File: config.mk
export PLATFORM = sky130hd
export DESIGN_NAME = multicycle_controller
export DESIGN_NICKNAME = d
export VERILOG_FILES = /design/src/rtl/multicycle_controller.sv
export SDC_FILE = /design/constraint.sdc
export NUM_CORES = 1
export LEC_CHECK = 0
export BUFFER_PORTS_ARGS = -buffer_cell sky130_fd_sc_hd__buf_4
export CAP_MARGIN = 0
export CORE_AREA = 10 10 54 67
export CTS_CLUSTER_SIZE = 12
export DETAILED_ROUTE_END_ITERATION = 7
export DIE_AREA = 0 0 64 77
export HOLD_SLACK_MARGIN = 0.03
export SKIP_LAST_GASP = 1
export SLEW_MARGIN = 15
export SYNTH_ARGS = -nofsm -noshare
export SYNTH_HDL_FRONTEND = slang
export SYNTH_SLANG_ARGS = --single-unit
File: constraint.sdc
create_clock -name clk_i -period 2 [get_ports clk_i]
set_clock_uncertainty 0.2 [all_clocks]
set_input_delay 0.4 -clock clk_i [delete_from_list [all_inputs] [get_ports clk_i]]
set_output_delay 0.4 -clock clk_i [all_outputs]
set_load 0.01 [all_outputs]
File: src/rtl/multicycle_controller.sv
// Multicycle RV32I control FSM: sequences fetch/decode/execute/memory/writeback.
// Define UTYPE_EN to support LUI/AUIPC through the EXECU state.
module multicycle_controller (
    input  logic       clk_i,
    input  logic       rst_i,
    input  logic [6:0] Op_i,
    input  logic [2:0] Funct3_i,
    input  logic       Funct7_5_i,
    input  logic       Zero_i,
    input  logic       MemReady_i,
    output logic       PCWrite_o,
    output logic       AdrSrc_o,
    output logic       IRWrite_o,
    output logic       MemWrite_o,
    output logic       RegWrite_o,
    output logic [1:0] ResultSrc_o,
    output logic [1:0] ALUSrcA_o,
    output logic [1:0] ALUSrcB_o,
    output logic [3:0] ALUCtrl_o,
    output logic [2:0] ImmSrc_o,
    output logic       IllegalInstr_o,
    output logic [3:0] State_o
);

    typedef enum logic [3:0] {
        S_FETCH    = 4'd0,
        S_DECODE   = 4'd1,
        S_MEMADR   = 4'd2,
        S_MEMREAD  = 4'd3,
        S_MEMWB    = 4'd4,
        S_MEMWRITE = 4'd5,
        S_EXECR    = 4'd6,
        S_EXECI    = 4'd7,
        S_ALUWB    = 4'd8,
        S_BRANCH   = 4'd9,
        S_JAL      = 4'd10,
        S_JALR1    = 4'd11,
        S_JALR2    = 4'd12,
        S_EXECU    = 4'd13
    } state_t;

    localparam logic [6:0] OP_LOAD  = 7'd3;
    localparam logic [6:0] OP_STORE = 7'd35;
    localparam logic [6:0] OP_R     = 7'd51;
    localparam logic [6:0] OP_I     = 7'd19;
    localparam logic [6:0] OP_BR    = 7'd99;
    localparam logic [6:0] OP_JAL   = 7'd111;
    localparam logic [6:0] OP_JALR  = 7'd103;
    localparam logic [6:0] OP_AUIPC = 7'd23;
    localparam logic [6:0] OP_LUI   = 7'd55;

    localparam logic [3:0] ALU_ADD  = 4'b0000;
    localparam logic [3:0] ALU_SUB  = 4'b0001;
    localparam logic [3:0] ALU_AND  = 4'b0010;
    localparam logic [3:0] ALU_XOR  = 4'b0011;
    localparam logic [3:0] ALU_OR   = 4'b0100;
    localparam logic [3:0] ALU_SLT  = 4'b0101;
    localparam logic [3:0] ALU_SLTU = 4'b0110;
    localparam logic [3:0] ALU_SRL  = 4'b0111;
    localparam logic [3:0] ALU_SLL  = 4'b1000;
    localparam logic [3:0] ALU_SRA  = 4'b1001;

    state_t     r_state;
    state_t     w_cur;
    state_t     w_next;
    logic       w_pcw;
    logic       w_irw;
    logic       w_memw;
    logic       w_regw;
    logic       w_ill;
    logic       w_br_ok;

    function automatic logic [3:0] alu_dec(input logic [2:0] f3, input logic alt);
        logic [3:0] r;
        r = ALU_ADD;
        unique case (f3)
            3'b000:  r = alt ? ALU_SUB : ALU_ADD;
            3'b001:  r = ALU_SLL;
            3'b010:  r = ALU_SLT;
            3'b011:  r = ALU_SLTU;
            3'b100:  r = ALU_XOR;
            3'b101:  r = alt ? ALU_SRA : ALU_SRL;
            3'b110:  r = ALU_OR;
            default: r = ALU_AND;
        endcase
        return r;
    endfunction

    // Reset overrides the registered state so outputs show FETCH immediately
    assign w_cur   = rst_i ? S_FETCH : r_state;
    assign w_br_ok = (Funct3_i == 3'b000) || (Funct3_i == 3'b001);

    always_ff @(posedge clk_i) begin
        if (rst_i) r_state <= S_FETCH;
        else       r_state <= w_next;
    end

    always_comb begin
        w_next      = w_cur;
        w_pcw       = 1'b0;
        w_irw       = 1'b0;
        w_memw      = 1'b0;
        w_regw      = 1'b0;
        w_ill       = 1'b0;
        AdrSrc_o    = 1'b0;
        ResultSrc_o = 2'b00;
        ALUSrcA_o   = 2'b00;
        ALUSrcB_o   = 2'b00;
        ALUCtrl_o   = ALU_ADD;
        unique case (w_cur)
            S_FETCH: begin
                ALUSrcB_o   = 2'b10;
                ResultSrc_o = 2'b10;
                w_irw       = MemReady_i;
                w_pcw       = MemReady_i;
                if (MemReady_i) w_next = S_DECODE;
            end
            S_DECODE: begin
                ALUSrcA_o = 2'b01;
                ALUSrcB_o = 2'b01;
                unique case (Op_i)
                    OP_LOAD, OP_STORE: w_next = S_MEMADR;
                    OP_R:              w_next = S_EXECR;
                    OP_I:              w_next = S_EXECI;
                    OP_JAL:            w_next = S_JAL;
                    OP_JALR:           w_next = S_JALR1;
                    OP_BR: begin
                        w_next = w_br_ok ? S_BRANCH : S_FETCH;
                        w_ill  = ~w_br_ok;
                    end
`ifdef UTYPE_EN
                    OP_AUIPC, OP_LUI:  w_next = S_EXECU;
`endif
                    default: begin
                        w_next = S_FETCH;
                        w_ill  = 1'b1;
                    end
                endcase
            end
            S_MEMADR: begin
                ALUSrcA_o = 2'b10;
                ALUSrcB_o = 2'b01;
                w_next    = (Op_i == OP_LOAD) ? S_MEMREAD : S_MEMWRITE;
            end
            S_MEMREAD: begin
                AdrSrc_o = 1'b1;
                if (MemReady_i) w_next = S_MEMWB;
            end
            S_MEMWB: begin
                ResultSrc_o = 2'b01;
                w_regw      = 1'b1;
                w_next      = S_FETCH;
            end
            S_MEMWRITE: begin
                AdrSrc_o = 1'b1;
                w_memw   = 1'b1;
                if (MemReady_i) w_next = S_FETCH;
            end
            S_EXECR: begin
                ALUSrcA_o = 2'b10;
                ALUCtrl_o = alu_dec(Funct3_i, Funct7_5_i);
                w_next    = S_ALUWB;
            end
            S_EXECI: begin
                ALUSrcA_o = 2'b10;
                ALUSrcB_o = 2'b01;
                // Only SRAI uses bit 30; for ADDI it is immediate data
                ALUCtrl_o = alu_dec(Funct3_i, (Funct3_i == 3'b101) & Funct7_5_i);
                w_next    = S_ALUWB;
            end
            S_ALUWB: begin
                w_regw = 1'b1;
                w_next = S_FETCH;
            end
            S_BRANCH: begin
                ALUSrcA_o = 2'b10;
                ALUCtrl_o = ALU_SUB;
                w_pcw     = Funct3_i[0] ? ~Zero_i : Zero_i;
                w_next    = S_FETCH;
            end
            S_JAL: begin
                w_pcw     = 1'b1;
                ALUSrcA_o = 2'b01;
                ALUSrcB_o = 2'b10;
                w_next    = S_ALUWB;
            end
            S_JALR1: begin
                ALUSrcA_o = 2'b10;
                ALUSrcB_o = 2'b01;
                w_next    = S_JALR2;
            end
            S_JALR2: begin
                w_pcw     = 1'b1;
                ALUSrcA_o = 2'b01;
                ALUSrcB_o = 2'b10;
                w_next    = S_ALUWB;
            end
`ifdef UTYPE_EN
            S_EXECU: begin
                ALUSrcA_o = (Op_i == OP_LUI) ? 2'b11 : 2'b01;
                ALUSrcB_o = 2'b01;
                w_next    = S_ALUWB;
            end
`endif
            default: w_next = S_FETCH;
        endcase
    end

    always_comb begin
        ImmSrc_o = 3'b000;
        unique case (Op_i)
            OP_LOAD, OP_I, OP_JALR: ImmSrc_o = 3'b000;
            OP_STORE:               ImmSrc_o = 3'b001;
            OP_BR:                  ImmSrc_o = 3'b010;
            OP_AUIPC, OP_LUI:       ImmSrc_o = 3'b011;
            OP_JAL:                 ImmSrc_o = 3'b100;
            default:                ImmSrc_o = 3'b000;
        endcase
    end

    assign PCWrite_o      = w_pcw  & ~rst_i;
    assign IRWrite_o      = w_irw  & ~rst_i;
    assign MemWrite_o     = w_memw & ~rst_i;
    assign RegWrite_o     = w_regw & ~rst_i;
    assign IllegalInstr_o = w_ill  & ~rst_i;
    assign State_o        = w_cur;

endmodule
# [Word level (Yosys, flattened, before mapping)]
# Index checks and enable logic that the tools add are counted.
[totals] reg_bits=4 output_inout_bits=23
[op_classes] eq_ne=27 mux=27 bitwise=9 reduce_logical=14
[op_table] op="$pmux 4 s7" count=3
[op_table] op="$mux 4" count=7
[op_table] op="$pmux 4 s6" count=1
[op_table] op="$eq 7x6->1 const B" count=3
[op_table] op="$eq 7x7->1 const B" count=3
[op_table] op="$eq 4x4->1 const B" count=5
[op_table] op="$eq 4x3->1 const B" count=4
[op_table] op="$eq 7x5->1 const B" count=2
[op_table] op="$pmux 2 s2" count=3
[op_table] op="$pmux 3 s4" count=1
[op_table] op="$pmux 4 s3" count=1
[op_table] op="$reduce_or 2->1" count=5
[op_table] op="$eq 3x3->1 const B" count=3
[op_table] op="$eq 4x2->1 const B" count=2
[op_table] op="$mux 1" count=8
[op_table] op="$reduce_or 4->1" count=2
[op_table] op="$eq 7x2->1 const B" count=1
[op_table] op="$and 1x1->1" count=6
[op_table] op="$eq 3x2->1 const B" count=2
[op_table] op="$reduce_or 3->1" count=2
[op_table] op="$reduce_or 6->1" count=1
[op_table] op="$reduce_or 5->1" count=1
[op_table] op="$eq 4x1->1 const B" count=1
[op_table] op="$logic_not 4->1" count=1
[op_table] op="7 further kinds" count=9

# [Logic depth before layout (Yosys ltp)]
[depth] word_depth=6 ltp_mapped=5 ltp_nobuf=5

# [Worst setup path after synthesis]
# OpenSTA, ideal clock, no wires.
[synth_timing] path_kind="input-to-output" from="input Op_i[2]" to="output ImmSrc_o[0]" t_arrival_ns=1.417 required_time_ns=1.400 slack_ns=-0.017 cell_stages=4 path_buffers=1 path_cell_list="clkbuf_1 -> inv_1 -> nand3_1 -> a2111oi_0"
[synth_between] elab_chain_cells=3 word_cells_on_any_way=7 cone_classes="5 x eq/ne; 1 x mux; 1 x reduce/logical"
[synth_lines] item="start: declaration" line_no="6" text="input logic [6:0] Op_i,"
[synth_lines] item="$eq 7x5->1 / $eq 7x6->1 (equally long branches)" line_no="211" text="unique case (Op_i)"
[synth_lines] item="$reduce_or 2->1" line_no="211"
[synth_lines] item="$pmux 3 s4 *" line_no="211"
[synth_lines] item="end: declaration" line_no="20" text="output logic [2:0] ImmSrc_o,"
# Every way passes the cells marked *; elsewhere a longest branch is shown, timed or not.

# [Worst setup path after layout]
[layout_timing] from="register r_state[2]" to="output PCWrite_o"
[layout_between] elab_chain_cells=5 word_cells_on_any_way=8 cone_classes="3 x eq/ne; 2 x mux; 1 x bitwise; 2 x reduce/logical"
[layout_lines] item="start: declaration" line_no="63" text="state_t r_state;"
[layout_lines] item="start signal: assignment" line_no="95" text="else r_state <= w_next;"
[layout_lines] item="$mux 4 *" line_no="90" text="assign w_cur = rst_i ? S_FETCH : r_state;"
[layout_lines] item="$eq 4x4->1" line_no="110" text="unique case (w_cur)"
[layout_lines] item="$reduce_or 2->1 (no source line)"
[layout_lines] item="$pmux 1 s3 *" line_no="110"
[layout_lines] item="$and 1x1->1 *" line_no="221" text="assign PCWrite_o = w_pcw & ~rst_i;"
[layout_lines] item="end: declaration" line_no="11" text="output logic PCWrite_o,"
# Marked as above.

==> results.md <==
- Period Utilization, post-route: 99.3%
- Post-Synthesis Cell Area: roughly 800 sq um
- Largest net degree at the start of global routing: 12
- P_leak: 0.574 nW
- R2R Setup Slk: 0.12 ns
- Layout Utilization: around 56%
- Hold EP: r_state[0]$_SDFF_PP0_
- Final Hold Fails: 0
- Root Buffer: clkbuf_4
- Syn_nets: 140
- Critical path class: flip-flop to output port
- Synth Area per Inst: 6.36 sq um
- Pwr dens: 239 mW/mm^2
- Setup ws final: roughly 0.014 ns
- CP max-delay cell: dfxtp_4
- Post-DRT Antenna Nets: 0
- WP buf/inv: 2
- Largest register FFs: 4
- Gr usage total: 12.0%
- Main flop type after synthesis: dfxtp_1
- WL final: between 3 and 4 mm
- WP data required: 1.40 ns
- Number of synthesis warnings: 0
- Clock power share: roughly 32%
- Pre-CTS setup slack: ~0.075 ns
- Critical Path, Cell by Cell: buf_6 -> nor4_4 -> o21ai_1 -> a21oi_1 -> buf_4
- Core area: between 0.002 and 0.0025 sq mm
- Logic pwr share: 42.7%
- Worst path max stage delay: around 0.38 ns
- Post-layout min period: between 1.5 and 2 ns
- Slew headroom: between 80% and 90%
- EDFF count, synth: 0
- Async SR Flop Fraction: 0%
- Initial antenna violation count: 0
- DRT Pass-1 Iters: 4
- Row count: 20
- I/O Pins: 38
- Hold WC Path Type: input pin to flip-flop
- Most flops, register: r_state
- Diodes inserted: 0
- Layout Nets: 191
- H-Tree Depth: 1
- Worst reg2reg path depth: 6
- Starting Density: between 30% and 40%
- CP startpoint kind: flip-flop
- Post-synthesis sequential area ratio: 10.1%
- P&R area growth vs syn: 68.3%
- Flop pwr share: about a quarter
- CTS buffer count: 3
- FF-to-FF End: r_state[0]$_SDFF_PP0_
- Die Span X: roughly 64 um
- Cell Int Power: approximately 0.21 mW
- CP delay by family, top: flip-flops
- GPL Wtd Cong: 0.824
- Seq cells post-synth: 4
- WHS Path Cells: 3
- Post-detail-place hpwl: 2.44 mm
- RSZ-0062 raised after global routing: yes
- DIE HEIGHT: between 70 and 80 um
- Worst slew pin tran: 0.282 ns
- Initial DRC count: 39
- Wire per inst: 14.7 um
- DR DRC count: 0
- CTS tree: built
- Setup TNS Final: 0 ns
- Switching power of the nets: 0.110 mW
- Share of layout cells above drive strength 1: a little under half
- Critical Path End Type: output port
- Reg clk slew, reported paths: 0.04 ns
- Reg-to-reg startpoint: r_state[1]$_SDFF_PP0_
- Vias in the first global route: 1102
- Fmax: 0.504 GHz
- Share of the synthesized area in the top cell type: 10.1%
- Final Setup Violations: 0
- Worst-path maximum fanout: 8
- Status: finished, final reports clean
- Cells after Synth: 125
- Vias after detailed routing: 1105
- HP Start: Op_i[3]
- Vias/cell: 5.34
- Buffers added on ports: 37
- Peak supply drop: between 0.0001 and 0.00015 V
- WP depth: 5
- Clock tree buffer depth: 2
- Max-Cap Viols: 0
- Die area: 0.00493 sq mm
- Netlist cell types: 41
- Area contributors post-synth: dfxtp_1, a21oi_1, nand2_1
- Clock Sink Count: 4
- Final max-slew violation count: 0
- Dominant cell type by area after synthesis: dfxtp_1
- Top flop regs: r_state x4
- First-pass GRT wire length: 5.10 mm
- Sw Ratio: 34.4%
- Arrival time at the worst endpoint: 1.39 ns
- Gr ovfl total: 0
- Worst-skew pair later-pin latency: 0.24 ns
[worst max-delay path by stage]
stage,to,startpoint
after CTS,ALUCtrl_o[0],r_state[0]$_SDFF_PP0_
final,PCWrite_o,r_state[2]$_SDFF_PP0_
after global placement,ALUCtrl_o[0],rst_i
after detailed placement,ALUCtrl_o[3],rst_i
after global routing,PCWrite_o,r_state[2]$_SDFF_PP0_
after floorplan,ImmSrc_o[0],Op_i[2]
[cell usage in the layout (no fill, tap or decap), types with 4 or more instances in the layout]
cell	Yosys	layout
nor2_1	11	10
nand2_1	13	13
nor3_1	9	9
a21oi_1	11	9
inv_1	6	5
dfxtp_4	0	4
nand3b_1	4	4
buf_4	0	53
nand3_1	4	4
[cells in the mapped netlist (all sizes together), types with 2 or more instances]
master  instances
xnor2           2
and3b           2
a211oi          2
dfxtp           4
xor2            2
clkbuf          5
a22oi           2
nor3           10
buf             5
nand3b          4
inv             6
nor2           11
nor4            4
a21o            2
nand2          13
o22ai           3
nand2b          4
and3            2
o21bai          3
nor2b           5
a21oi          11
o21ai           4
nand3           4
[power by group through the flow]
stage	registers (mW)	logic, mW	clock network, mW
3_3_place_gp	0.0850	0.122	0
4_1_cts	0.0811	0.126	0.107
5_1_grt	0.0807	0.150	0.114
3_5_place_dp	0.0850	0.123	0
6_report	0.0804	0.137	0.103
2_1_floorplan	0.0838	0.0606	0
[routing by layer]
layer	routed length, um	GRT usage [%]	vias up
met3	173	3.34	2
met1	1330	13.8	509
met4	19	3.29	0
met5	0	0	-
met2	1530	20.7	30
li1	-	-	564
[logic make-up (layout without fill, tap and decap cells)]
kind of cell              count (synthesis)  count (layout)  share of synthesized area [%]
xor gates and xnor gates                  4               4                           4.41
AOI/OAI and AO/OA                        37              37                           31.8
and+or+nand+nor                          64              64                           43.9
buffers and inverters                    16              65                           9.76
DFF                                       4               4                           10.1
[stage by stage]
stage          instances  area (sq um)  hold WS [ns]  power, mW
2_1_floorplan        125           796         0.376      0.144
3_3_place_gp         198          1160         0.531      0.207
3_5_place_dp         198          1160         0.538      0.208
4_1_cts              203          1220         0.293      0.314
5_1_grt              207          1340         0.313      0.345
6_report             207          1340         0.295      0.320
[what timing repair did]
item	4_1_cts	5_1_grt
setup buffers	2	4
hold buffers	0	0
pin swaps	1	3
gates resized for setup	9	21
endpoints found under the setup margin	10	11
[tightest hold or removal path: cells and delay by family]
family | cells | cell delay (ns)
and+or+nand+nor | 1 | 0.11
AOI/OAI and AO/OA | 1 | 0.05
buffers and inverters | 1 | 0.12
[final cells by class]
cell class / count / area [sq um]
flip-flops and latches: 4 / 95.1
clock buffers: 3 / 22.5
inverters: 6 / 26.3
fillers: 248 / 1040
well taps: 33 / 41.3
repair buffers: 56 / 432
multi-input cells: 105 / 721
No activity file was read; power rests on OpenSTA's default activity.
